===== src/rtl/clk_period_meter_pkg.sv =====
// Shared definitions for the clock period meter and anything that drives it.
//   meas_state_t  : meter FSM encoding (WAIT_FIRST / MEASURE / TIMED_OUT)
//   DEF_CNT_W     : default counter / result width
//   DEF_TIMEOUT   : default loss-of-signal limit in clk1 cycles
//   DIV_TERMINAL  : terminal count of the companion clock divider
//   div_period()  : rise-to-rise period, in input cycles, of a divider with a given terminal count
package clk_meas_pkg;

  typedef enum logic [1:0] {
    WAIT_FIRST = 2'd0,
    MEASURE    = 2'd1,
    TIMED_OUT  = 2'd2
  } meas_state_t;

  localparam int DEF_CNT_W    = 32;
  localparam int DEF_TIMEOUT  = 200000;
  localparam int DIV_TERMINAL = 50000 - 1;

  // The divider toggles its output every (terminal+1) input cycles, so one
  // full output period spans two of those half periods.
  function automatic int div_period(input int terminal);
    return 2 * (terminal + 1);
  endfunction

endpackage


===== src/rtl/clk_period_meter_if.sv =====
// Measurement-side bus of the clock period meter.
//   edge_tick  : one-cycle pulse per detected rising edge
//   period     : last rise-to-rise interval (clk1 cycles)
//   high_time  : last rise-to-fall interval (clk1 cycles)
//   meas_valid : period/high_time hold an unconsumed measurement
//   meas_ack   : consumer acknowledge
//   timeout    : no rising edge within the timeout window
//   overrun    : sticky, a measurement was overwritten before it was acked
// modport master : the meter; modport slave : the consumer.
interface clk_period_meter_if #(
  parameter int CNT_W = 32
);
  logic             edge_tick;
  logic [CNT_W-1:0] period;
  logic [CNT_W-1:0] high_time;
  logic             meas_valid;
  logic             meas_ack;
  logic             timeout;
  logic             overrun;

  modport master (
    output edge_tick, period, high_time, meas_valid, timeout, overrun,
    input  meas_ack
  );

  modport slave (
    input  edge_tick, period, high_time, meas_valid, timeout, overrun,
    output meas_ack
  );
endinterface


===== src/rtl/clk_period_meter_sync_edge_detect.sv =====
// Resynchronises an asynchronous level into clk1 and detects its edges.
//   clk1     : sampling clock
//   rst      : asynchronous active-high reset
//   async_in : asynchronous input level
//   level    : synchronised level (last synchroniser stage)
//   rise     : level went 0->1 this cycle (combinational from flops)
//   fall     : level went 1->0 this cycle (combinational from flops)
module sync_edge_detect #(
  parameter int SYNC_STAGES = 2
) (
  input  logic clk1,
  input  logic rst,
  input  logic async_in,
  output logic level,
  output logic rise,
  output logic fall
);

  logic [SYNC_STAGES-1:0] sync_q;
  logic                   prev_q;

  // NOTE: sequential state uses non-blocking assignments so every flop
  // samples the pre-edge value of its neighbour; blocking here would
  // collapse the synchroniser chain into a single stage.
  always_ff @(posedge clk1 or posedge rst) begin
    if (rst) begin
      sync_q <= '0;
      prev_q <= 1'b0;
    end else begin
      sync_q <= {sync_q[SYNC_STAGES-2:0], async_in};
      prev_q <= sync_q[SYNC_STAGES-1];
    end
  end

  assign level = sync_q[SYNC_STAGES-1];
  assign rise  = level & ~prev_q;
  assign fall  = ~level & prev_q;

endmodule


===== src/rtl/clk_period_meter.sv =====
// Measures period and high time of a slow asynchronous square wave in clk1
// cycles and publishes each result on a valid/ack handshake.
//   clk1   : system clock, all logic on its rising edge
//   rst    : asynchronous active-high reset
//   sig_in : slow signal to measure, asynchronous to clk1
//   mif    : measurement bus (master side), see clk_period_meter_if
module clk_period_meter
  import clk_meas_pkg::*;
#(
  parameter int CNT_W       = DEF_CNT_W,
  parameter int TIMEOUT     = DEF_TIMEOUT,
  parameter int SYNC_STAGES = 2
) (
  input  logic                   clk1,
  input  logic                   rst,
  input  logic                   sig_in,
  clk_period_meter_if.master     mif
);

  localparam logic [CNT_W-1:0] TO_LAST = CNT_W'(TIMEOUT - 1);

  logic sig_level;
  logic rise;
  logic fall;

  sync_edge_detect #(
    .SYNC_STAGES (SYNC_STAGES)
  ) u_sync (
    .clk1     (clk1),
    .rst      (rst),
    .async_in (sig_in),
    .level    (sig_level),
    .rise     (rise),
    .fall     (fall)
  );

  // Only the edges matter here; the level output is kept for other users
  // of the synchroniser.
  logic unused_level;
  assign unused_level = sig_level;

  meas_state_t      state_q;
  logic [CNT_W-1:0] count_q;
  logic [CNT_W-1:0] hi_cap_q;
  logic [CNT_W-1:0] period_q;
  logic [CNT_W-1:0] high_q;
  logic             tick_q;
  logic             valid_q;
  logic             timeout_q;
  logic             overrun_q;

  always_ff @(posedge clk1 or posedge rst) begin
    if (rst) begin
      state_q   <= WAIT_FIRST;
      count_q   <= '0;
      hi_cap_q  <= '0;
      period_q  <= '0;
      high_q    <= '0;
      tick_q    <= 1'b0;
      valid_q   <= 1'b0;
      timeout_q <= 1'b0;
      overrun_q <= 1'b0;
    end else begin
      tick_q <= rise;

      // Consumption; a measurement published below in the same cycle
      // overrides this clear.
      if (mif.meas_ack && valid_q) valid_q <= 1'b0;

      unique case (state_q)
        WAIT_FIRST: begin
          count_q <= '0;
          if (rise) begin
            state_q  <= MEASURE;
            hi_cap_q <= '0;
          end
        end

        MEASURE: begin
          if (rise) begin
            // count lags the elapsed cycles by one, hence the +1.
            period_q <= count_q + CNT_W'(1);
            high_q   <= hi_cap_q;
            valid_q  <= 1'b1;
            if (valid_q && !mif.meas_ack) overrun_q <= 1'b1;
            count_q  <= '0;
          end else begin
            if (fall) hi_cap_q <= count_q + CNT_W'(1);
            if (count_q == TO_LAST) begin
              state_q   <= TIMED_OUT;
              timeout_q <= 1'b1;
            end else begin
              count_q <= count_q + CNT_W'(1);
            end
          end
        end

        TIMED_OUT: begin
          // The first rise after a loss of signal is only a new reference.
          if (rise) begin
            state_q   <= MEASURE;
            timeout_q <= 1'b0;
            count_q   <= '0;
            hi_cap_q  <= '0;
          end
        end

        default: state_q <= WAIT_FIRST;
      endcase
    end
  end

  assign mif.edge_tick  = tick_q;
  assign mif.period     = period_q;
  assign mif.high_time  = high_q;
  assign mif.meas_valid = valid_q;
  assign mif.timeout    = timeout_q;
  assign mif.overrun    = overrun_q;

endmodule


===== src/flat_wrapper.sv =====
// flat-port wrapper written by rule: the top's interface ports become plain ports
module clk_period_meter_flat import clk_meas_pkg::*;
#(
  parameter int CNT_W       = DEF_CNT_W,
  parameter int TIMEOUT     = DEF_TIMEOUT,
  parameter int SYNC_STAGES = 2
)
  (clk1, rst, sig_in, mif_edge_tick, mif_period, mif_high_time, mif_meas_valid, mif_timeout, mif_overrun, mif_meas_ack);
  clk_period_meter_if #(.CNT_W(CNT_W)) mif_i ();
  input  logic clk1;
  input  logic rst;
  input  logic sig_in;
  output wire logic [$bits(mif_i.edge_tick)-1:0] mif_edge_tick;
  output wire logic [$bits(mif_i.period)-1:0] mif_period;
  output wire logic [$bits(mif_i.high_time)-1:0] mif_high_time;
  output wire logic [$bits(mif_i.meas_valid)-1:0] mif_meas_valid;
  output wire logic [$bits(mif_i.timeout)-1:0] mif_timeout;
  output wire logic [$bits(mif_i.overrun)-1:0] mif_overrun;
  input wire logic [$bits(mif_i.meas_ack)-1:0] mif_meas_ack;
  assign mif_edge_tick = mif_i.edge_tick;
  assign mif_period = mif_i.period;
  assign mif_high_time = mif_i.high_time;
  assign mif_meas_valid = mif_i.meas_valid;
  assign mif_timeout = mif_i.timeout;
  assign mif_overrun = mif_i.overrun;
  assign mif_i.meas_ack = mif_meas_ack;
  clk_period_meter #(.CNT_W(CNT_W), .TIMEOUT(TIMEOUT), .SYNC_STAGES(SYNC_STAGES)) u_core (.clk1(clk1), .rst(rst), .sig_in(sig_in), .mif(mif_i));
endmodule

===== config.mk =====
export PLATFORM = sky130hd
export DESIGN_NAME = clk_period_meter_flat
export DESIGN_NICKNAME = d
export VERILOG_FILES = /design/src/rtl/clk_period_meter_pkg.sv /design/src/rtl/clk_period_meter_if.sv /design/src/rtl/clk_period_meter_sync_edge_detect.sv /design/src/rtl/clk_period_meter.sv /design/src/flat_wrapper.sv
export SDC_FILE = /design/constraint.sdc
export NUM_CORES = 1
export LEC_CHECK = 0
export CORE_MARGIN = 5
export CORE_UTILIZATION = 35
export CTS_BUF_LIST = sky130_fd_sc_hd__clkbuf_8
export DETAILED_ROUTE_END_ITERATION = 8
export PLACE_DENSITY_LB_ADDON = 0.1
export SLEW_MARGIN = 40
export SYNTH_ARGS = -nofsm -noshare
export SYNTH_HDL_FRONTEND = slang
export SYNTH_SLANG_ARGS = --single-unit
export TNS_END_PERCENT = 30

===== constraint.sdc =====
create_clock -name clk1 -period 14.1 [get_ports clk1]
set_clock_uncertainty 0.1 [all_clocks]
set_input_delay 2.82 -clock clk1 [delete_from_list [all_inputs] [get_ports clk1]]
set_output_delay 2.82 -clock clk1 [all_outputs]
set_load 0.005 [all_outputs]

# Word level (Yosys, flattened, before mapping)

Cells that the tools add are included.

Register bits: 137
Bits of input ports: 4
Output and inout bits: 68
Logic and storage cells: 57

Add/sub/neg operators: 1
Equal/unequal tests: 9
Muxes and demuxes: 18
Bitwise logic cells: 4
Reductions and logical operators: 14

Operator list:

| kind                                                                     | number |
|---|---|
| 32-bit 2-to-1 mux                                                        | 5 |
| 32-bit case mux with 3 select lines                                      | 1 |
| 32-bit case mux with 2 select lines                                      | 1 |
| 32-bit by 1-bit adder with 32-bit output (second input constant)         | 1 |
| 32-bit by 18-bit == test with 1-bit output (second input constant)       | 1 |
| 3-bit AND reduction                                                      | 3 |
| 2-bit by 1-bit inequality test with 1-bit output (second input constant) | 4 |
| 4-bit AND reduction                                                      | 2 |
| 1-bit 2-to-1 mux                                                         | 6 |
| 2-bit 2-to-1 mux                                                         | 3 |
| 2-bit case mux with 2 select lines                                       | 1 |
| 2-bit nonzero test                                                       | 2 |
| 3-bit by 2-bit inequality test with 1-bit output (second input constant) | 1 |
| 3-bit nonzero test                                                       | 1 |
| 1-bit AND                                                                | 2 |
| 2-bit by 1-bit == test with 1-bit output (second input constant)         | 1 |
| 2-bit == test (second input constant)                                    | 1 |
| 1-bit logical AND                                                        | 2 |
| 2-bit zero test                                                          | 1 |
| 2-bit inequality test (second input constant)                            | 1 |
| 1-bit NOT                                                                | 2 |
| 1-bit case mux with 2 select lines                                       | 1 |
| 2-bit AND reduction                                                      | 1 |
| 2-bit OR reduction                                                       | 1 |
| 1-bit zero test                                                          | 1 |

# Longest topological paths before layout

Word-level depth: 5
Depth in mapped cells: 8
Depth with buffers taken out: 6

# By module

From an unflattened synthesis, not the netlist that was laid out.

Cell total of the unflattened synthesis: 587
Area, all modules: 6,138.4 µm²

By module, submodules not included:

| module           | times used | cells each | area each (µm²) | sequential area each (µm²) |
|---|---|---|---|---|
| clk_period_meter | 1          | 581        | 6,044.5         | 3,353.2 |
| sync_edge_detect | 1          | 6          | 93.8            | 75.1 |

# Worst setup path before layout

No wires, ideal clock.

Kind: reg2out
Start point: register u_core.timeout_q, in the netlist u_core.mif.timeout
End point: output port mif_timeout
Data arrival time: 373 ps
Data required time: 11,180 ps
Slack: 10,807 ps
Stages on the path, launching flop included: 1
Path buffers: 0
Cells stage by stage: dfrtp_1

RTL lines:

| what                   | line                    | text |
|---|---|---|
| start, declared        | clk_period_meter.sv:49  | `logic timeout_q;` |
| start signal, assigned | clk_period_meter.sv:61  | `timeout_q <= 1'b0;` |
| start signal, assigned | clk_period_meter.sv:91  | `timeout_q <= 1'b1;` |
| start signal, assigned | clk_period_meter.sv:102 | `timeout_q <= 1'b0;` |
| end, declared          | flat_wrapper.sv:17      | `output wire logic [$bits(mif_i.timeout)-1:0] mif_timeout;` |

No word-level cell between the ends.

# Final worst setup path

Start point: register u_core.period_q[15], in the netlist u_core.mif.period[15]
End point: output port mif_period[15]

RTL lines:

| what                   | line                   | text |
|---|---|---|
| start, declared        | clk_period_meter.sv:45 | `logic [CNT_W-1:0] period_q;` |
| start signal, assigned | clk_period_meter.sv:82 | `period_q <= count_q + CNT_W'(1);` |
| end, declared          | flat_wrapper.sv:14     | `output wire logic [$bits(mif_i.period)-1:0] mif_period;` |

No word-level cell between the ends.

==> results.json <==
{
  "startpoint_type": "flip-flop",
  "synth_edf_count": 0,
  "regArea_mm2": 0.00343,
  "layout_common_cells": "nand2_1, dfrtp_1, clkdlybuf4s50_1",
  "tns_ps": 0,
  "critical_path_class": "flip-flop to primary output",
  "via_count": 4475,
  "area_delta_synth_final_pct": 21.6,
  "max_stage_delay_ps": 510,
  "crit_path_max_fanout": 2,
  "antenna_found_initial": 0,
  "critPathCaptureType": "primary output",
  "worst_ep_arrival_time_ps": 1350,
  "drv_cap": 0,
  "pin_count": 72,
  "startpoint": "u_core.mif.period[15]",
  "cts_setup_buffers": 0,
  "htreeDepth": 4,
  "power_leakage_nw": 3.39,
  "core_mm2": 0.0166,
  "clock-sinks": 137,
  "portBuffers": 71,
  "hp-start": "u_core.u_sync.sync_q[0]",
  "wire_per_inst_um": 16.2,
  "rsz0062_at_grt": "false",
  "ys_types": 48,
  "status": "finished clean",
  "yosysWarnings": 0,
  "rows": 47,
  "hp-class": "flip-flop to flip-flop",
  "syn_nets": 614,
  "final_common_cell": "nand2_1",
  "multiInputGateArea_mm2": 0.00232,
  "crit_required_ps": 11180,
  "maxSlewHeadroom": 0.512,
  "finalMaxSlewViolations": 0,
  "overflow": 0,
  "fin_crit_sh": 0.303,
  "syn-instance-count": 609,
  "irDropWorstVdd_mv": 0.0526,
  "grtUsageTotal": 0.149,
  "cts_resized": 0,
  "fin_nets": 670,
  "grt_pass1_wl_um": 23500,
  "grt_pass1_vias": 4308,
  "cp_top_family": "buffers and inverters",
  "drive_above_1_share": 0.0739,
  "path_buf_inv": 1,
  "hpwlAfterDp_um": 9750,
  "synth-seq-area-share": 0.576,
  "drc": 0,
  "tightest_slew_ps": 732,
  "antenna_left": 0,
  "root_buffer": "clkbuf_8",
  "cts_made_buffers": 17,
  "gp_congestion": 0.802,
  "max_freq_mhz": 234,
  "die_y_um": 140,
  "hold_violations": 0,
  "fillers": 1621,
  "period_needed_ps": 4270,
  "clk_pin_slew_ps": 70,
  "final_core_util": 0.435,
  "p_per_area_mw_per_mm2": 115,
  "start_util": 0.358,
  "wl_um": 14500,
  "die_w_um": 140,
  "r2r-start": "u_core.u_sync.sync_q[1]",
  "synth-main-ff-cell": "dfrtp_1",
  "rrSetupSlack_ps": 11270,
  "cts_tree": "yes",
  "cts_hold_buffers": 0,
  "synthArstFlopShare": 1.00,
  "die_area_mm2": 0.0197,
  "grt_max_degree": 72,
  "antenna_cells": 0,
  "syn_avg_cell_area_um2": 9.78,
  "crit_slowest_cell": "clkdlybuf4s50_1",
  "setup_viol": 0,
  "insertion_delay_ps": 450,
  "drt-initial-drc-count": 190,
  "routed_via_density": 4.99,
  "synth_area_mm2": 0.00595,
  "cts_buffer_depth": 2,
  "synth-seq-cells": 137,
  "crit_chain": "clkdlybuf4s50_1",
  "first_pass_iters": 4
}
==> synth_stat cells, types with 4 or more instances <==
cell	number	area share
a21o_1	6	0.0076
or3_1	6	0.0063
a211o_1	8	0.012
inv_1	6	0.0038
nand3_1	17	0.014
o2bb2ai_1	11	0.016
o21ai_0	62	0.052
a221o_1	5	0.0084
o21ai_1	4	0.0034
mux2i_1	4	0.0067
nand2_1	176	0.11
nor3_1	13	0.011
xnor2_1	11	0.016
clkbuf_1	25	0.016
and3_1	10	0.011
nand4_1	11	0.012
nand2b_1	4	0.0042
dfrtp_1	137	0.58
nor4_1	8	0.0084
nor2b_1	4	0.0042
nor2_1	15	0.0095
xor2_1	19	0.028
buf_2	12	0.010
==> registers in the layout, indices dropped and copies added (netlist names) <==
register               flops
u_core.hi_cap_q           32
u_core.mif.timeout         1
u_core.mif.meas_valid      1
u_core.u_sync.sync_q       2
u_core.mif.edge_tick       1
u_core.u_sync.prev_q       1
u_core.state_q             2
u_core.mif.overrun         1
u_core.count_q            32
u_core.mif.high_time      32
u_core.mif.period         32
==> metal layers <==
layer	track usage	routed length, um	up-vias
met5	0	0	-
met4	0.0490	105	0
met3	0.0334	514	8
met2	0.222	6680	76
met1	0.217	7230	2207
li1	-	-	2184
==> final timing paths <==
check                                            to  cells after the start
min in group asynchronous  u_core.mif.high_time[24]                      2
setup / recovery                     mif_period[15]                      1
max in group asynchronous        u_core.count_q[26]                      3
hold / removal              u_core.u_sync.sync_q[1]                      0
hold reg to reg             u_core.u_sync.sync_q[1]                      0
setup reg to reg              u_core.mif.period[22]                      5
==> metrics by stage <==
stage	worst slack, ps	area (um2)	cells	power (mW)	hold WS (ps)
3_3_place_gp	9300	6820	866	0.498	242
4_1_cts	9800	7240	897	0.846	254
2_1_floorplan	7510	5950	609	0.467	231
6_report	9830	7240	897	0.833	251
3_5_place_dp	9560	6830	866	0.501	237
5_1_grt	9780	7240	897	0.871	259
==> report_power, final <==
part	internal (mW)	total, mW	switching, mW
logic	0.0284	0.0670	0.0387
clock network	0.190	0.342	0.152
registers	0.410	0.424	0.0139
total	0.628	0.833	0.204
==> cell type report <==
type | instances | area share
inverters | 7 | 0.00432
clock inverters | 14 | 0.0251
flip-flops and latches | 137 | 0.473
well taps | 220 | 0.0380
multi-input cells | 424 | 0.321
repair buffers | 78 | 0.106
clock buffers | 17 | 0.0323
==> cells by family (layout without fill, tap and decap cells) <==
| kind of cell | after synthesis | after routing | synth area share |
|---|---|---|---|
| adders and majority gates | 1 | 1 | 0.00210 |
| DFF | 137 | 137 | 0.576 |
| buffers and inverters | 48 | 116 | 0.0347 |
| xor gates and xnor gates | 30 | 30 | 0.0441 |
| muxes | 5 | 5 | 0.00862 |
| and+or+nand+nor | 280 | 280 | 0.220 |
| AOI/OAI and AO/OA | 108 | 108 | 0.114 |
Power figures use the tool's default switching activity.
